<file path="src/rtl/view_select_mux_if.sv">
// Pixel and control bundle for view_select_mux: master is the stream/config source, slave is the mux.
interface view_select_mux_if #(
    parameter int NUM_CH = 8,
    parameter int DATA_W = 16,
    parameter int CNT_W  = 12
);
    logic [3:0]               mode_req;
    logic [3:0]               bg_sel;
    logic [CNT_W-1:0]         win_x0;
    logic [CNT_W-1:0]         win_x1;
    logic [CNT_W-1:0]         win_y0;
    logic [CNT_W-1:0]         win_y1;
    logic [NUM_CH*DATA_W-1:0] in_data;
    logic [NUM_CH-1:0]        in_valid;
    logic [DATA_W-1:0]        out_data;
    logic                     out_valid;
    logic                     out_sof;
    logic                     out_eol;
    logic [3:0]               cur_mode;
    logic                     mode_pending;

    modport master (
        output mode_req, bg_sel, win_x0, win_x1, win_y0, win_y1, in_data, in_valid,
        input  out_data, out_valid, out_sof, out_eol, cur_mode, mode_pending
    );

    modport slave (
        input  mode_req, bg_sel, win_x0, win_x1, win_y0, win_y1, in_data, in_valid,
        output out_data, out_valid, out_sof, out_eol, cur_mode, mode_pending
    );
endinterface

</file>
<file path="src/rtl/view_select_mux.sv">
// Registered foreground/background video selector; mode and window change only on frame boundaries.
// Optional window outline overlay is enabled by defining VIEW_MUX_BORDER_EN.
module view_select_mux #(
    parameter int NUM_CH = 8,
    parameter int DATA_W = 16,
    parameter int H_ACT  = 800,
    parameter int V_ACT  = 600,
    parameter int CNT_W  = 12,
    parameter int REF_CH = 0
`ifdef VIEW_MUX_BORDER_EN
    ,
    parameter logic [DATA_W-1:0] BORDER_COLOR = DATA_W'(16'hF800)
`endif
) (
    input logic              clk,
    input logic              rst,
    view_select_mux_if.slave bus
);
    localparam logic [CNT_W-1:0] H_LAST   = CNT_W'(H_ACT - 1);
    localparam logic [CNT_W-1:0] V_LAST   = CNT_W'(V_ACT - 1);
    localparam logic [CNT_W-1:0] CNT_ZERO = {CNT_W{1'b0}};
    localparam logic [CNT_W-1:0] CNT_ONE  = CNT_W'(1);
    localparam logic [4:0]       NUM_CH_W = 5'(NUM_CH);

    logic [CNT_W-1:0]  cnt_x_r;
    logic [CNT_W-1:0]  cnt_y_r;
    logic [CNT_W-1:0]  win_x0_r;
    logic [CNT_W-1:0]  win_x1_r;
    logic [CNT_W-1:0]  win_y0_r;
    logic [CNT_W-1:0]  win_y1_r;
    logic [3:0]        cur_mode_r;
    logic [DATA_W-1:0] out_data_r;
    logic              out_valid_r;
    logic              out_sof_r;
    logic              out_eol_r;

    logic              ref_vld_s;
    logic              sof_s;
    logic              eol_s;
    logic              mode_ok_s;
    logic              inwin_s;
    logic              sel_vld_s;
    logic [3:0]        fg_mode_s;
    logic [3:0]        bg_s;
    logic [3:0]        sel_s;
    logic [CNT_W-1:0]  wx0_s;
    logic [CNT_W-1:0]  wx1_s;
    logic [CNT_W-1:0]  wy0_s;
    logic [CNT_W-1:0]  wy1_s;
    logic [DATA_W-1:0] sel_data_s;
    logic [DATA_W-1:0] pix_s;

    // Raster decode; the boundary pixel already sees the freshly requested mode and window
    always_comb begin
        ref_vld_s = bus.in_valid[REF_CH];
        sof_s     = ref_vld_s && (cnt_x_r == CNT_ZERO) && (cnt_y_r == CNT_ZERO);
        eol_s     = ref_vld_s && (cnt_x_r == H_LAST);
        mode_ok_s = ({1'b0, bus.mode_req} < NUM_CH_W);
        if (sof_s) begin
            if (mode_ok_s) begin
                fg_mode_s = bus.mode_req;
            end else begin
                fg_mode_s = cur_mode_r;
            end
            wx0_s = bus.win_x0;
            wx1_s = bus.win_x1;
            wy0_s = bus.win_y0;
            wy1_s = bus.win_y1;
        end else begin
            fg_mode_s = cur_mode_r;
            wx0_s     = win_x0_r;
            wx1_s     = win_x1_r;
            wy0_s     = win_y0_r;
            wy1_s     = win_y1_r;
        end
        if ({1'b0, bus.bg_sel} < NUM_CH_W) begin
            bg_s = bus.bg_sel;
        end else begin
            bg_s = 4'd0;
        end
        // An inverted bound pair can never satisfy both compares, so the window is empty
        inwin_s = (cnt_x_r >= wx0_s) && (cnt_x_r <= wx1_s) &&
                  (cnt_y_r >= wy0_s) && (cnt_y_r <= wy1_s);
        if (inwin_s) begin
            sel_s = fg_mode_s;
        end else begin
            sel_s = bg_s;
        end
    end

    // AND-OR channel mux; sel_s is always below NUM_CH
    always_comb begin
        sel_data_s = {DATA_W{1'b0}};
        sel_vld_s  = 1'b0;
        for (int k = 0; k < NUM_CH; k++) begin
            sel_data_s = sel_data_s | ({DATA_W{sel_s == 4'(k)}} & bus.in_data[k*DATA_W +: DATA_W]);
            sel_vld_s  = sel_vld_s | ((sel_s == 4'(k)) & bus.in_valid[k]);
        end
    end

    // Window perimeter overlay
    always_comb begin
`ifdef VIEW_MUX_BORDER_EN
        if (inwin_s && ((cnt_x_r == wx0_s) || (cnt_x_r == wx1_s) ||
                        (cnt_y_r == wy0_s) || (cnt_y_r == wy1_s))) begin
            pix_s = BORDER_COLOR;
        end else begin
            pix_s = sel_data_s;
        end
`else
        pix_s = sel_data_s;
`endif
    end

    // Raster counters, frame-latched mode/window and registered outputs
    always_ff @(posedge clk) begin
        if (rst) begin
            cnt_x_r     <= CNT_ZERO;
            cnt_y_r     <= CNT_ZERO;
            cur_mode_r  <= 4'd0;
            win_x0_r    <= CNT_ZERO;
            win_x1_r    <= H_LAST;
            win_y0_r    <= CNT_ZERO;
            win_y1_r    <= V_LAST;
            out_data_r  <= {DATA_W{1'b0}};
            out_valid_r <= 1'b0;
            out_sof_r   <= 1'b0;
            out_eol_r   <= 1'b0;
        end else begin
            if (ref_vld_s) begin
                if (eol_s) begin
                    cnt_x_r <= CNT_ZERO;
                    if (cnt_y_r == V_LAST) begin
                        cnt_y_r <= CNT_ZERO;
                    end else begin
                        cnt_y_r <= cnt_y_r + CNT_ONE;
                    end
                end else begin
                    cnt_x_r <= cnt_x_r + CNT_ONE;
                end
            end
            if (sof_s) begin
                cur_mode_r <= fg_mode_s;
                win_x0_r   <= wx0_s;
                win_x1_r   <= wx1_s;
                win_y0_r   <= wy0_s;
                win_y1_r   <= wy1_s;
            end
            if (sel_vld_s) begin
                out_data_r <= pix_s;
            end
            out_valid_r <= sel_vld_s;
            out_sof_r   <= sof_s;
            out_eol_r   <= eol_s;
        end
    end

    assign bus.out_data     = out_data_r;
    assign bus.out_valid    = out_valid_r;
    assign bus.out_sof      = out_sof_r;
    assign bus.out_eol      = out_eol_r;
    assign bus.cur_mode     = cur_mode_r;
    assign bus.mode_pending = (bus.mode_req != cur_mode_r);
endmodule

</file>
<file path="src/flat_wrapper.sv">
// flat-port wrapper written by rule: the top's interface ports become plain ports
module view_select_mux_flat 
#(
    parameter int NUM_CH = 8,
    parameter int DATA_W = 16,
    parameter int H_ACT  = 800,
    parameter int V_ACT  = 600,
    parameter int CNT_W  = 12,
    parameter int REF_CH = 0

)
  (clk, rst, bus_mode_req, bus_bg_sel, bus_win_x0, bus_win_x1, bus_win_y0, bus_win_y1, bus_in_data, bus_in_valid, bus_out_data, bus_out_valid, bus_out_sof, bus_out_eol, bus_cur_mode, bus_mode_pending);
  view_select_mux_if #(.NUM_CH(NUM_CH), .DATA_W(DATA_W), .CNT_W(CNT_W)) bus_i ();
  input logic clk;
  input logic rst;
  input wire logic [$bits(bus_i.mode_req)-1:0] bus_mode_req;
  input wire logic [$bits(bus_i.bg_sel)-1:0] bus_bg_sel;
  input wire logic [$bits(bus_i.win_x0)-1:0] bus_win_x0;
  input wire logic [$bits(bus_i.win_x1)-1:0] bus_win_x1;
  input wire logic [$bits(bus_i.win_y0)-1:0] bus_win_y0;
  input wire logic [$bits(bus_i.win_y1)-1:0] bus_win_y1;
  input wire logic [$bits(bus_i.in_data)-1:0] bus_in_data;
  input wire logic [$bits(bus_i.in_valid)-1:0] bus_in_valid;
  output wire logic [$bits(bus_i.out_data)-1:0] bus_out_data;
  output wire logic [$bits(bus_i.out_valid)-1:0] bus_out_valid;
  output wire logic [$bits(bus_i.out_sof)-1:0] bus_out_sof;
  output wire logic [$bits(bus_i.out_eol)-1:0] bus_out_eol;
  output wire logic [$bits(bus_i.cur_mode)-1:0] bus_cur_mode;
  output wire logic [$bits(bus_i.mode_pending)-1:0] bus_mode_pending;
  assign bus_i.mode_req = bus_mode_req;
  assign bus_i.bg_sel = bus_bg_sel;
  assign bus_i.win_x0 = bus_win_x0;
  assign bus_i.win_x1 = bus_win_x1;
  assign bus_i.win_y0 = bus_win_y0;
  assign bus_i.win_y1 = bus_win_y1;
  assign bus_i.in_data = bus_in_data;
  assign bus_i.in_valid = bus_in_valid;
  assign bus_out_data = bus_i.out_data;
  assign bus_out_valid = bus_i.out_valid;
  assign bus_out_sof = bus_i.out_sof;
  assign bus_out_eol = bus_i.out_eol;
  assign bus_cur_mode = bus_i.cur_mode;
  assign bus_mode_pending = bus_i.mode_pending;
  view_select_mux #(.NUM_CH(NUM_CH), .DATA_W(DATA_W), .H_ACT(H_ACT), .V_ACT(V_ACT), .CNT_W(CNT_W), .REF_CH(REF_CH)) u_core (.clk(clk), .rst(rst), .bus(bus_i));
endmodule
</file>
<file path="config.mk">
export PLATFORM = sky130hd
export DESIGN_NAME = view_select_mux_flat
export DESIGN_NICKNAME = d
export VERILOG_FILES = /design/src/rtl/view_select_mux_if.sv /design/src/rtl/view_select_mux.sv /design/src/flat_wrapper.sv
export SDC_FILE = /design/constraint.sdc
export NUM_CORES = 1
export LEC_CHECK = 0
export CAP_MARGIN = 20
export CORE_UTILIZATION = 41
export CTS_CLUSTER_SIZE = 40
export DETAILED_ROUTE_END_ITERATION = 6
export PLACE_DENSITY = 0.78
export SYNTH_ARGS = -nofsm -noshare
export SYNTH_HDL_FRONTEND = slang
export SYNTH_SLANG_ARGS = --single-unit
export TNS_END_PERCENT = 50
</file>
<file path="constraint.sdc">
create_clock -name clk -period 6.85 [get_ports clk]
set_input_delay 1.7125 -clock clk [delete_from_list [all_inputs] [get_ports clk]]
set_output_delay 1.7125 -clock clk [all_outputs]
set_load 0.02 [all_outputs]
</file>
Word level (Yosys, flattened, before mapping)
Cells that the tools add are included.
Storage, ports and cells
  bits of input ports: 194
  logic and storage cells: 79
  output and inout port bits: 24
  register bits after elaboration: 95
Operators by class
  bitwise operators: 30
  mux-type cells: 10
  reductions and logical operators: 10
  add/subtract/negate cells: 2
  equality and inequality tests: 10
  magnitude comparators: 6
Operator list (count)
  16-bit bitwise AND: 8
  16-bit OR: 7
  12-bit two-way mux: 6
  12-bit by 1-bit adder with 12-bit output, second input constant: 2
  12-bit by 10-bit == test with 1-bit output, second input constant: 2
  12-bit greater-or-equal comparator: 2
  12-bit less-or-equal comparator: 2
  12-bit logical NOT: 2
  4-bit by 3-bit == test with 1-bit output, second input constant: 4
  4-bit two-way mux: 4
  1-bit bitwise AND: 8
  4-bit by 2-bit == test with 1-bit output, second input constant: 2
  4-bit less-than comparator, second input constant: 2
  1-bit OR: 7
  1-bit logical AND: 6
  4-bit by 1-bit == test with 1-bit output, second input constant: 1
  4-bit logical NOT: 1
  4-bit inequality test: 1
  2-bit AND reduction: 1

Depth between registers and ports, before layout
Gate-level depths: netlist (run 1).
  depth after elaboration: 18
  gate-level depth with buffers: 23
  mapped depth without buffers: 16

Worst setup path after synthesis (run 1)
No wires, ideal clock.
  path type: in2reg
  start point: input port bus_in_valid[0]
  end point: register u_core.out_data_r[0], in the netlist u_core.bus.out_data[0]
  path buffers: 6
  library setup time: 0.074 ns
  data required time: 6.776 ns
  data arrival time: 6.873 ns
  setup slack: -0.097 ns
  stages: 19
  cell sequence: clkbuf_1 -> nand4b_1 -> nor3_2 -> clkbuf_1 -> buf_1 -> mux2i_1 -> ha_1 -> a21o_1 -> a221o_1 -> a2111oi_0 -> nor2_1 -> nor2_1 -> buf_2 -> mux2i_1 -> a22o_1 -> clkbuf_1 -> clkbuf_1 -> o31ai_1 -> a31oi_1
Between the ends
  word-level cells in the longest chain between the ends: 17
  elaborated cells between the ends (all ways): 53
  classes of those cells: order compare: 4; eq/ne: 7; mux: 6; bitwise: 30; reduce/logical: 6
RTL lines
  start, declared: line flat_wrapper.sv:23  | input wire logic [$bits(bus_i.in_valid)-1:0] bus_in_valid;
  1-bit logical AND (2 in series): line view_select_mux.sv:56  | sof_s = ref_vld_s && (cnt_x_r == CNT_ZERO) && (cnt_y_r == CNT_ZERO);
  12-bit two-way mux: line view_select_mux.sv:59  | if (sof_s) begin
  12-bit greater-or-equal comparator / 12-bit less-or-equal comparator (equally long branches): line view_select_mux.sv:82  | inwin_s = (cnt_x_r >= wx0_s) && (cnt_x_r <= wx1_s) &&
  1-bit logical AND (2 in series): line view_select_mux.sv:82
  1-bit logical AND: line view_select_mux.sv:83  | (cnt_y_r >= wy0_s) && (cnt_y_r <= wy1_s);
  4-bit two-way mux: line view_select_mux.sv:84  | if (inwin_s) begin
  4-bit by 1-bit == test with 1-bit output / 4-bit logical NOT (equally long branches): line view_select_mux.sv:96, view_select_mux.sv:97
  16-bit bitwise AND / 1-bit bitwise AND (equally long branches): line view_select_mux.sv:96, view_select_mux.sv:97
  16-bit OR / 1-bit OR (equally long branches) (7 in series): line view_select_mux.sv:96, view_select_mux.sv:97
  end signal, assigned: line view_select_mux.sv:125  | out_data_r <= {DATA_W{1'b0}};
  end signal, assigned: line view_select_mux.sv:150  | out_data_r <= pix_s;
  end, declared: line view_select_mux.sv:32  | logic [DATA_W-1:0] out_data_r;
Parallel ways exist; a longest one is shown, timed or not.
A chain may end at the register's enable or synchronous reset.

Worst setup path after layout (run 1)
  start point: input port bus_in_valid[0]
  end point: register u_core.out_data_r[10], in the netlist u_core.bus.out_data[10]
The elaborated chain is that of the path after synthesis.

==> results of run 1 <==
[report_power, final]
group	total (mW)	switching (mW)	internal, mW	leakage [nW]
Clock	0.508	0.215	0.293	0.146
Combinational	0.371	0.164	0.207	2.49
Sequential	0.599	0.0138	0.585	0.778
[cell type report]
| type | count | area, µm² |
|---|---|---|
| inverters | 7 | 26.3 |
| clock buffers | 11 | 243 |
| well taps | 180 | 225 |
| fillers | 1213 | 5370 |
| flip-flops and latches | 95 | 1900 |
| clock inverters | 5 | 56.3 |
| repair buffers | 229 | 2290 |
| multi-input cells | 505 | 3820 |
[registers in the layout, summed over array words and instances, names as in the netlist]
signal	count
u_core.bus.out_data	16
u_core.cnt_x_r	12
u_core.cnt_y_r	12
u_core.win_x0_r	12
u_core.win_x1_r	12
u_core.win_y0_r	12
u_core.win_y1_r	12
u_core.bus.cur_mode	4
u_core.bus.out_eol	1
u_core.bus.out_sof	1
u_core.bus.out_valid	1
[tightest hold or removal path, cell delays in order (launching register included)]
cell and delay, ns:
dfxtp_1 0.31, mux2i_1 0.08, nand2_1 0.07
[worst paths after layout]
check                                   from                                    to  slack, ns  cells past startpoint
max                          bus_in_valid[0]  u_core.bus.out_data[10]$_SDFFE_PP0P_       0.39                     16
min reg2reg  u_core.win_y1_r[9]$_SDFFE_PP1N_       u_core.win_y1_r[9]$_SDFFE_PP1N_       0.48                      2
max reg2reg   u_core.cnt_y_r[3]$_SDFFE_PP0P_  u_core.bus.out_data[10]$_SDFFE_PP0P_       1.51                     16
min          u_core.win_y1_r[9]$_SDFFE_PP1N_       u_core.win_y1_r[9]$_SDFFE_PP1N_       0.48                      2
[synth_stat cells, drive strengths merged, types with 5 or more instances]
library cell,instances
buf,8
dfxtp,95
a31oi,16
nand3,12
o21ai,15
a21o,5
nor2b,5
nor2,78
nor4,6
o31ai,18
mux2,9
mux2i,59
nand4,14
and3,8
a21oi,16
nand2,33
a22o,31
a221oi,31
and2,5
o211ai,6
nor3,10
ha,53
xor2,20
inv,7
and4,5
clkbuf,28
nand2b,11
[per-stage QoR]
stage | util | cell area (µm²) | hold slack (ns)
detailed placement | 0.593 | 8260 | 0.470
finish | 0.614 | 8560 | 0.485
global route | 0.614 | 8560 | 0.522
floorplan | - | 5900 | 0.445
global placement | 0.593 | 8260 | 0.461
CTS | 0.614 | 8560 | 0.485
[kinds of logic after synthesis]
kind of cell | Yosys count
and+or+nand+nor | 202
muxes | 68
AOI/OAI and AO/OA | 159
buffers and inverters | 43
DFF | 95
xor gates and xnor gates | 23
adders and majority gates | 53
[metal layers]
layer,global-route usage,routed length [µm],part of all wire,vias to the layer above
met5,0,0,0,-
met4,0.112,590,0.032,0
met3,0.0487,1230,0.066,35
met2,0.448,9260,0.50,243
met1,0.300,7570,0.41,2713
li1,-,-,-,2867
==> results.cfg, run 1 <==
[floorplanning]
row_count = 43
dieHeight_um = 122
initial_utilization = 0.423
io-pin-count = 218
dieArea_um2 = 14900
core_um2 = 13900
dieWidth_um = 122

[global_route]
grt_pass1_wl_mm = 29.2
grt_overflow = 0
antenna_found_initial = 0
grt_pass1_vias = 5789
grtUsageTotal = 0.255
grt_max_degree = 49

[synth]
synth_flop_cell = dfxtp_1
synthArstFlopShare = 0
synthesis.instances = 643
yosysTopAreaCell = dfxtp_1
ys_types = 53
synth_compound_area_frac = 0.203
synth.avg_cell_area_um2 = 9.17
ys_warn_count = 0
netlist.area_leader.share = 0.323
synth_fa_ha_area_frac = 0.113
ys_seq_area_frac = 0.323
synth_nets = 890
synthXorXnorAreaFrac = 0.0342
synth.area.top_cells = dfxtp_1, ha_1, mux2i_1
synth-seq-cells = 95
synth_edf_count = 0
synthMuxAreaShare = 0.118
synthSimpleGateAreaFrac = 0.177
synth_area_um2 = 5890
synth_top_family_by_area = compound AO/OA/AOI/OAI gates

[setup_path]
end_kind = register
startpoint_type = primary input
max_stage_delay_ns = 0.66
critical_path_class = primary input to register
crit_fanout = 29
crit_required_ns = 7.10
path_cells = clkdlybuf4s50_1 -> nand4b_1 -> nor3_4 -> buf_12 -> mux2i_1 -> ha_1 -> a21o_1 -> a221o_1 -> a2111oi_0 -> nor2_1 -> nor2_1 -> buf_4 -> mux2i_1 -> or4_4 -> or2_1 -> a311oi_1
cp.arrival_ns = 6.72
critPathSlowestCell = or4_4
worst-path-buf-inv = 3
crit_family = simple AND/OR/NAND/NOR gates

[pwr]
p_per_area_nw_per_um2 = 173
irDropWorstVdd_mv = 0.115
p_leak_nw = 3.41
total_power_mw = 1.48

[route]
ant_nets = 0
dr.pass1.iters = 5
vias_per_cell = 5.68
drc = 0
wire_per_inst_um = 18.1
wirelength_mm = 18.7
via_count = 5858
first_iter_violations = 308

[clock_tree]
tritoncts.num_buffers = 9
clkSinkCount = 95
path_clk_slew_ns = 0.06
clockBufferDepth = 2
clockRootBuffer = clkbuf_16
ctsResizeCount = 0
postCtsSetupRepairBufs = 0
holdBufCountCts = 0
clock_latency_ns = 0.35
cts_tree = yes
h-tree-depth = 3

[placement]
dp.cells = 1016
dp_hpwl_mm = 14.7
pre_cts_slack_ns = 0.0749
port_buffers = 217
gp_congestion = 0.883

[sta]
relSlewSlack = 0.334
report.final.hold_viol_count = 0
tightest_slew_ns = 0.999
max_clock_freq_mhz = 155
period_minus_slack_ns = 6.46
slew_violations = 0
skew_ns = 0.00636
tns_ns = 0
layout_setup_ws_ns = 0.387
finalCritPeriodShare = 0.943
rsz0062_at_grt = no
setup_viol = 0

[cells_and_area]
area_growth_syn_to_layout_pct = 45.3
nNetsFinal = 1094
drive_above_1_share = 0.0528
final_cell_mix = clkdlybuf4s50_1, dfxtp_1, nor2_1
antenna_cells = 0
layout_commonest_cell = clkdlybuf4s50_1
stdcell_count = 1032

[outcome]
status = finished, final reports clean

[flow_run]
cap_viol_max_count = 0

[hold_path]
hold_path.class = register to register
Power figures use the tool's default switching activity.
==> run 2, diff against run 1 <==
Settings changed: CORE_UTILIZATION 41 to 49, GPL_TIMING_DRIVEN set to 0, PLACE_DENSITY 0.78 to 0.87, TNS_END_PERCENT 50 to 1.
Clock period 6.85 ns to 8.4 ns, I/O delays scaled along.
==> results.cfg, run 2 (same netlist as run 1, synthesis figures left out) <==
[outcome]
status = finished, violations left
violations = DRC

[cells_and_area]
final_cell_mix = clkdlybuf4s50_1, dfxtp_1, nor2_1
final_core_util = 0.741
drive_above_1_share = 0.0547
fillCellCount = 849
largest_reg_flops = 16
area_growth_syn_to_layout_pct = 45.4
layout_commonest_cell = clkdlybuf4s50_1
nNetsFinal = 1119

[setup_path]
crit_required_ns = 8.67
crit_family = buffers and inverters
worst-path-buf-inv = 7
critical_path_class = primary input to register
crit_top_cell = clkbuf_1
rrSetupSlack_ns = 1.90
r2r_start = u_core.cnt_y_r[3]$_SDFFE_PP0P_
cp.arrival_ns = 8.18
reg2reg_to = u_core.bus.out_data[9]$_SDFFE_PP0P_
crit_fanout = 10
end_kind = register
startpoint_type = primary input
critPathSlowestCell = mux2i_4
path_cells = clkbuf_1 -> nand4b_1 -> nor3_4 -> clkbuf_2 -> clkbuf_2 -> mux2i_1 -> ha_1 -> nand4_1 -> a211oi_1 -> o21ai_0 -> a2111o_1 -> clkbuf_1 -> nor2_1 -> buf_2 -> mux2i_4 -> a22o_1 -> clkbuf_1 -> clkbuf_1 -> o31ai_1 -> a31oi_1
r2r_cells = 20
max_stage_delay_ns = 0.46

[sta]
report.final.hold_viol_count = 0
skew_ns = 0.00820
relSlewSlack = 0.482
rsz0062_at_grt = no
holdWs_ns = 0.493
finalCritPeriodShare = 0.942
tns_ns = 0
period_minus_slack_ns = 7.91
max_clock_freq_mhz = 126
tightest_slew_ns = 0.777
layout_setup_ws_ns = 0.490
slew_violations = 0
setup_viol = 0

[pwr]
total_power_mw = 1.20
p_per_area_nw_per_um2 = 140
p_leak_nw = 3.42
switching_share = 0.278
power.clock.fraction = 0.327
p_seq_frac = 0.409
irDropWorstVdd_mv = 0.0986
power_frac_comb = 0.264
p_switching_mw = 0.333
p_int_mw = 0.866

[floorplanning]
dieWidth_um = 112
dieHeight_um = 112
row_count = 39
dieArea_um2 = 12500
initial_utilization = 0.510
core_um2 = 11600
io-pin-count = 218

[global_route]
grtUsageTotal = 0.345
grt_max_degree = 16
grt_pass1_vias = 6271
grt_pass1_wl_mm = 33.4
grt_overflow = 0
antenna_found_initial = 2

[route]
drc = 5
wirelength_mm = 21.4
first_iter_violations = 513
dr.pass1.iters = 7
wire_per_inst_um = 20.9
vias_per_cell = 6.08
ant_nets = 0
via_count = 6210

[hold_path]
min_to = u_core.win_x1_r[1]$_SDFFE_PP1N_
holdCritStartpoint = u_core.win_x1_r[1]$_SDFFE_PP1N_
holdPathStages = 2
hold_path.class = register to register

[clock_tree]
holdBufCountCts = 0
path_clk_slew_ns = 0.06
clock_latency_ns = 0.34
clockRootBuffer = clkbuf_16
tritoncts.num_buffers = 9
h-tree-depth = 3
clockBufferDepth = 2
cts_tree = yes
clkSinkCount = 95

[flow_run]
cap_viol_max_count = 0

[placement]
dp_hpwl_mm = 17.3
pre_cts_slack_ns = -0.692
port_buffers = 215
gp_congestion = 0.950
run 2: cell count changes in the layout (fill, tap and decap cells not counted), sizes merged:
| cell | change |
|---|---|
| buf | -4 |
| bufinv | -1 |
| clkbuf | +32 |
| clkdlybuf4s50 | -2 |
| clkinv | -1 |
| clkinvlp | +1 |
| diode | +2 |
run 2: metal layers:
metal | GRT usage | vias up | share of wire
met5 | 0 | - | 0
met4 | 0.163 | 0 | 0.036
met2 | 0.636 | 284 | 0.51
li1 | - | 2918 | -
met1 | 0.382 | 2960 | 0.38
met3 | 0.0621 | 48 | 0.070
run 2: timing repair:
| item | 4_1_cts | 5_1_grt |
|---|---|---|
| buffers inserted | 0 | 0 |
| pin swaps | 0 | 0 |
| cloned | 0 | 0 |
| endpoints found under the setup margin | 17 | 17 |
| resized for setup | 4 | 9 |
run 2: cell type report:
type	instances	area [µm²]	share of cell area
Clock buffer	12	256	0.0299
Inverter	7	26.3	0.00307
Sequential cell	95	1900	0.222
Clock inverter	4	28.8	0.00336
Antenna cell	2	5.00	0.000584
Timing Repair Buffer	218	2170	0.253
Tap cell	143	179	0.0209
Buffer	36	175	0.0204
Multi-Input combinational cell	505	3830	0.447
run 2: worst min-delay path, stage by stage (launching register included):
cell	delay [ns]
dfxtp_1	0.31
mux2i_1	0.08
nand2_1	0.07
run 2: worst max-delay path by stage:
stage,startpoint,endpoint,slack (ns),depth (start not counted)
2_1_floorplan,bus_in_valid[0],u_core.bus.out_data[0]$_SDFFE_PP0P_,1.07,19
3_3_place_gp,bus_in_valid[0],u_core.bus.out_data[0]$_SDFFE_PP0P_,-0.63,19
3_5_place_dp,bus_in_valid[0],u_core.bus.out_data[6]$_SDFFE_PP0P_,-0.69,19
4_1_cts,bus_in_valid[0],u_core.bus.out_data[1]$_SDFFE_PP0P_,0.07,21
5_1_grt,bus_in_valid[0],u_core.bus.out_data[6]$_SDFFE_PP0P_,0.08,20
6_report,bus_in_valid[0],u_core.bus.out_data[9]$_SDFFE_PP0P_,0.49,20
run 2: power by group through the flow:
stage / clock network, mW / logic (mW) / registers, mW
6_report: 0.392 / 0.316 / 0.490
5_1_grt: 0.414 / 0.340 / 0.493
2_1_floorplan: 0 / 0.136 / 0.509
3_5_place_dp: 0 / 0.310 / 0.500
3_3_place_gp: 0 / 0.301 / 0.498
4_1_cts: 0.397 / 0.313 / 0.490
run 2: per-stage QoR:
stage,std cells,area [µm²]
6_report,1022,8570
5_1_grt,1022,8570
4_1_cts,1017,8520
3_5_place_dp,1001,8220
3_3_place_gp,1001,8220
2_1_floorplan,643,5890
